### src/rtl/card_pkg.sv
// rtl/card_pkg.sv - shared card constants and sequencer state encoding
package card_pkg;

    localparam int CARD_ROWS    = 12;
    localparam int NCOL_DEFAULT = 80;

    localparam logic [7:0] eNL = 8'h15;
    localparam logic [7:0] eSP = 8'h40;

    typedef enum logic [2:0] {
        IDLE = 3'd0,
        RD   = 3'd1,
        LAT  = 3'd2,
        OUT  = 3'd3,
        DONE = 3'd4
    } state_t;

endpackage

### src/rtl/card_column_seq.sv
// rtl/card_column_seq.sv - card column scan sequencer (optional SKIP_BLANK_EN drops blank columns)
module card_column_seq
    import card_pkg::*;
#(
    parameter int NCOL = NCOL_DEFAULT,
    parameter int AW   = 7
) (
    input  logic                 i_clk,
    input  logic                 i_rst,
    input  logic                 i_start,
    input  logic                 i_abort,
    output logic                 o_busy,
    output logic                 o_done,
    output logic                 o_rd_en,
    output logic [AW-1:0]        o_rd_addr,
    input  logic [CARD_ROWS-1:0] i_rd_data,
    output logic [CARD_ROWS-1:0] o_dec_in,
    input  logic [3:0]           i_dec_out,
    input  logic                 i_dec_match,
    output logic                 o_valid,
    input  logic                 i_ready,
    output logic [AW-1:0]        o_col,
    output logic [CARD_ROWS-1:0] o_data,
    output logic [3:0]           o_code,
    output logic                 o_match,
    output logic [AW:0]          o_err_cnt
);

    state_t                 state, state_nxt;
    logic [AW-1:0]          cnt;
    logic [CARD_ROWS-1:0]   col_q;
    logic [AW-1:0]          col_idx_q;
    logic [CARD_ROWS-1:0]   data_q;
    logic [3:0]             code_q;
    logic                   match_q;
    logic                   first_q;
    logic [AW:0]            err_q;
    logic                   last_col;
    logic                   skip;

    assign last_col = (cnt == AW'(NCOL - 1));

`ifdef SKIP_BLANK_EN
    assign skip = (i_rd_data == '0);
`else
    assign skip = 1'b0;
`endif

    // state register
    always_ff @(posedge i_clk or posedge i_rst) begin
        if (i_rst) begin
            state <= IDLE;
        end else begin
            state <= state_nxt;
        end
    end

    // next state and state-decoded outputs; abort overrides any transition
    always_comb begin
        state_nxt = state;
        o_rd_en   = 1'b0;
        o_busy    = 1'b0;
        o_done    = 1'b0;
        o_valid   = 1'b0;
        case (state)
            IDLE: begin
                if (i_start) state_nxt = RD;
            end
            RD: begin
                o_rd_en   = 1'b1;
                o_busy    = 1'b1;
                state_nxt = LAT;
            end
            LAT: begin
                o_busy = 1'b1;
                if (skip) state_nxt = last_col ? DONE : RD;
                else      state_nxt = OUT;
            end
            OUT: begin
                o_busy  = 1'b1;
                o_valid = 1'b1;
                if (i_ready) state_nxt = last_col ? DONE : RD;
            end
            DONE: begin
                o_done    = 1'b1;
                state_nxt = IDLE;
            end
            default: state_nxt = IDLE;
        endcase
        if (i_abort) state_nxt = IDLE;
    end

    // column counter, column register, beat fields and error count
    always_ff @(posedge i_clk or posedge i_rst) begin
        if (i_rst) begin
            cnt       <= '0;
            col_q     <= '0;
            col_idx_q <= '0;
            data_q    <= '0;
            code_q    <= '0;
            match_q   <= 1'b0;
            first_q   <= 1'b0;
            err_q     <= '0;
        end else if (i_abort) begin
            first_q <= 1'b0;
        end else begin
            case (state)
                IDLE: begin
                    if (i_start) begin
                        cnt   <= '0;
                        err_q <= '0;
                    end
                end
                LAT: begin
                    col_q <= i_rd_data;
                    if (skip) begin
                        if (!last_col) cnt <= cnt + 1'b1;
                    end else begin
                        col_idx_q <= cnt;
                        data_q    <= i_rd_data;
                        first_q   <= 1'b1;
                    end
                end
                OUT: begin
                    if (first_q) begin
                        code_q  <= i_dec_out;
                        match_q <= i_dec_match;
                        first_q <= 1'b0;
                        if (!i_dec_match && err_q != {(AW+1){1'b1}}) err_q <= err_q + 1'b1;
                    end
                    if (i_ready && !last_col) cnt <= cnt + 1'b1;
                end
                default: ;
            endcase
        end
    end

    // decoder result is live on the beat's first cycle, then held from the capture
    assign o_code    = first_q ? i_dec_out   : code_q;
    assign o_match   = first_q ? i_dec_match : match_q;
    assign o_rd_addr = cnt;
    assign o_dec_in  = col_q;
    assign o_col     = col_idx_q;
    assign o_data    = data_q;
    assign o_err_cnt = err_q;

endmodule

### config.mk
export PLATFORM = sky130hd
export DESIGN_NAME = card_column_seq
export DESIGN_NICKNAME = d
export VERILOG_FILES = /design/src/rtl/card_pkg.sv /design/src/rtl/card_column_seq.sv
export SDC_FILE = /design/constraint.sdc
export NUM_CORES = 1
export LEC_CHECK = 0
export CAP_MARGIN = 5
export CORE_MARGIN = 1
export CORE_UTILIZATION = 41
export CTS_CLUSTER_DIAMETER = 50
export DETAILED_ROUTE_END_ITERATION = 12
export GPL_TIMING_DRIVEN = 0
export PLACE_DENSITY = 0.76
export SLEW_MARGIN = 20
export SYNTH_ARGS = -nofsm -noshare
export SYNTH_HDL_FRONTEND = slang
export SYNTH_SLANG_ARGS = --single-unit
### constraint.sdc
create_clock -name i_clk -period 3.6 [get_ports i_clk]
set_clock_uncertainty 0.1 [all_clocks]
set_input_delay 0.72 -clock i_clk [delete_from_list [all_inputs] [get_ports i_clk]]
set_output_delay 0.72 -clock i_clk [all_outputs]
set_load 0.1 [all_outputs]
==> impl_metrics.ini <==
[clock_tree]
clk_path_buf_depth = 2
cts_made_buffers = 5
cts_post_setup_buffers_inserted = 0
ctsHoldBuffers = 0
clk_latency_ns = 0.29
cts_tree = yes
h-tree-depth = 2
clkTransAtPathRegs_ns = 0.08
clock_sinks = 43
cts-root-buf = clkbuf_8
post_cts_resize_count = 1

[floorplan]
die_area_um2 = 5660
die_h_um = 75.2
io_pins = 77
rows = 26
fp.dieW_um = 75.2
core_um2 = 5140
initial_utilization_pct = 42.7

[yosys]
syn_inst = 192
synth_area_leaders = dfrtp_1 49%, mux2_2 15%, buf_4 4.8%, nand2_1 2.6%, nand3_1 2.3%
netlist_area_um2 = 2200
synthDistinctLibCells = 45
syn_avg_cell_area_um2 = 11.4
synth_top_area_cell = dfrtp_1
async_flop_share_pct = 100
synth-main-ff-cell = dfrtp_1
synth_top_area_share_pct = 49.0
yosysSeqAreaShare_pct = 49.0
syn_nets = 216
ys_warn_count = 0
synth-edff-count = 0
synth_seq_cells = 43

[layout]
fin_area_um2 = 3160
nFillCells = 477
antenna_cells = 0
fin_nets = 300
fin_util_pct = 61.4
layout-drive-gt1-share_pct = 23.1
area_growth_pct = 43.7

[timing]
period_needed_ns = 3.33
setup_viol = 0
max_slew.worst_pin.slew_ns = 0.991
rsz0062_at_grt = no
worst_hold_slack_ns = 0.408
fin_crit_sh_pct = 92.6
finalHoldViolations = 0
fmax_mhz = 300
finalMaxSlewViolations = 0
setup-tns-final_ns = 0
slew_headroom_pct = 33.7

[place]
place_area_um2 = 3070
place_congestion = 0.826
placement.io_buffers = 76
place_hpwl_um = 3500

[routing]
totalWireLength_um = 4630
wire_per_inst_um = 13.4
first_pass_iters = 4
via_per_inst = 5.07
drtIter0Drc = 55
postRouteAntennaNets = 0
num_vias = 1760
drc = 0

[global_route]
grt_usage_pct = 18.0
antenna_found_initial = 0
grt_pass1_wl_um = 7710
grt_pass1_vias = 1695
grt_max_degree = 24
grt.overflow.total = 0

[power_and_ir_drop]
p_per_area_nw_per_um2 = 684
ir_worst_vdd_v = 0.000869
finalPower_w = 0.00216
p_leak_nw = 1.33

[critical_path]
worstRegToRegCells = 5
cpMaxStageDelayCell = clkdlybuf4s50_1
endpoint_kind = primary output
worstReg2RegEnd = o_rd_addr[6]
critical-path-top-delay-family = buffers and inverters
cp_max_fo = 2
cp_data_arrival_time_ns = 2.51
r2r-start = o_rd_addr[0]
crit_buf_inv = 2
slowest_delay_ns = 1.14
crit_cells = 3
path_common_cell = clkdlybuf4s50_1
worstPathRequired_ns = 2.78
endpoint = o_match
path_cells = clkdlybuf4s50_1 -> mux2_2 -> clkdlybuf4s50_1
critPathLaunchType = input port
crit_path_start = i_dec_match
crit_type = input port to primary output
r2r_setup_slack_ns = 1.59

[min_path]
hp-class = register to register

[outcome]
status = finished clean

[job]
maxCapViolCount = 0
cells in the mapped netlist (2+ instances only):
cell type	count
nor4b_1	2
nor2_1	4
mux2_2	29
nand2_1	15
and2_1	2
nand2b_1	4
o21a_1	2
dfrtp_1	43
nand3_1	10
buf_4	14
o21ai_0	7
clkbuf_1	3
buf_2	3
o211ai_1	3
a31oi_1	5
inv_1	6
o31a_1	2
o21ai_2	2
mux2i_1	4
nor3b_1	2
ha_1	2
o22ai_1	3
o31ai_1	3
worst min-delay path by stage:
stage               from   endpoint  slack [ns]  cells past startpoint
2_1_floorplan  code_q[0]  code_q[0]        0.38                      1
3_3_place_gp   code_q[1]  code_q[1]        0.39                      1
3_5_place_dp    o_col[2]   o_col[2]        0.40                      1
4_1_cts         o_col[2]   o_col[2]        0.41                      1
5_1_grt         o_col[5]   o_col[5]        0.43                      1
6_report        o_col[2]   o_col[2]        0.41                      1
layout by cell type, fill, tap and decap left out, types with 3 or more instances in the layout:
master,n
clkbuf_8,5
nand2b_1,4
nor2_1,4
buf_4,14
mux2i_1,4
inv_1,5
o211ai_1,3
mux2_2,29
dfrtp_1,43
o21ai_0,7
nand3_1,10
nand2_1,15
buf_2,3
o22ai_1,3
o31ai_1,3
clkbuf_1,4
a31oi_1,5
clkdlybuf4s50_1,75
area by class of cell:
cell class	instances	area [um2]	share of cell area, %
flip-flops and latches	43	1080	34.1
multi-input cells	122	956	30.3
repair buffers	77	787	24.9
plain buffers	21	143	4.52
well taps	70	87.6	2.77
clock buffers	6	72.6	2.30
inverters	6	22.5	0.713
clock inverters	2	12.5	0.396
power breakdown:
part | internal [W] | switching (W) | leakage [nW] | total, W
clock | 0.000136 | 0.000156 | 0.0412 | 0.000292
combinational | 0.000326 | 0.000954 | 0.713 | 0.00128
sequential | 0.000546 | 0.0000433 | 0.572 | 0.000589
through the flow:
stage / instances / setup slack, ns
after floorplan: 192 / 0.0743
final: 347 / 0.268
after global placement: 338 / 0.283
after global routing: 347 / 0.159
after CTS: 347 / 0.234
after detailed placement: 339 / 0.261
per-layer routing:
metal | GRT usage (%) | routed length [um] | vias to the layer above
met5 | 0 | 0 | -
met1 | 23.8 | 2070 | 838
met2 | 28.5 | 2230 | 69
met4 | 7.41 | 68 | 0
li1 | - | - | 849
met3 | 4.42 | 263 | 4
logic make-up after synthesis:
kind of cell    Yosys count  share of synthesized area, %
simple gates             50                          13.0
flops                    43                          49.0
compound gates           36                          12.3
mux                      33                          16.7
buf+inv                  27                          7.52
fa+ha+maj                 2                          1.14
xor+xnor                  1                         0.399
state kept, by name, indices dropped and copies added, names as in the netlist:
signal,cells
o_data,12
code_q,4
state,3
o_rd_addr,7
o_err_cnt,8
match_q,1
o_col,7
first_q,1
Power figures use the tool's default switching activity.
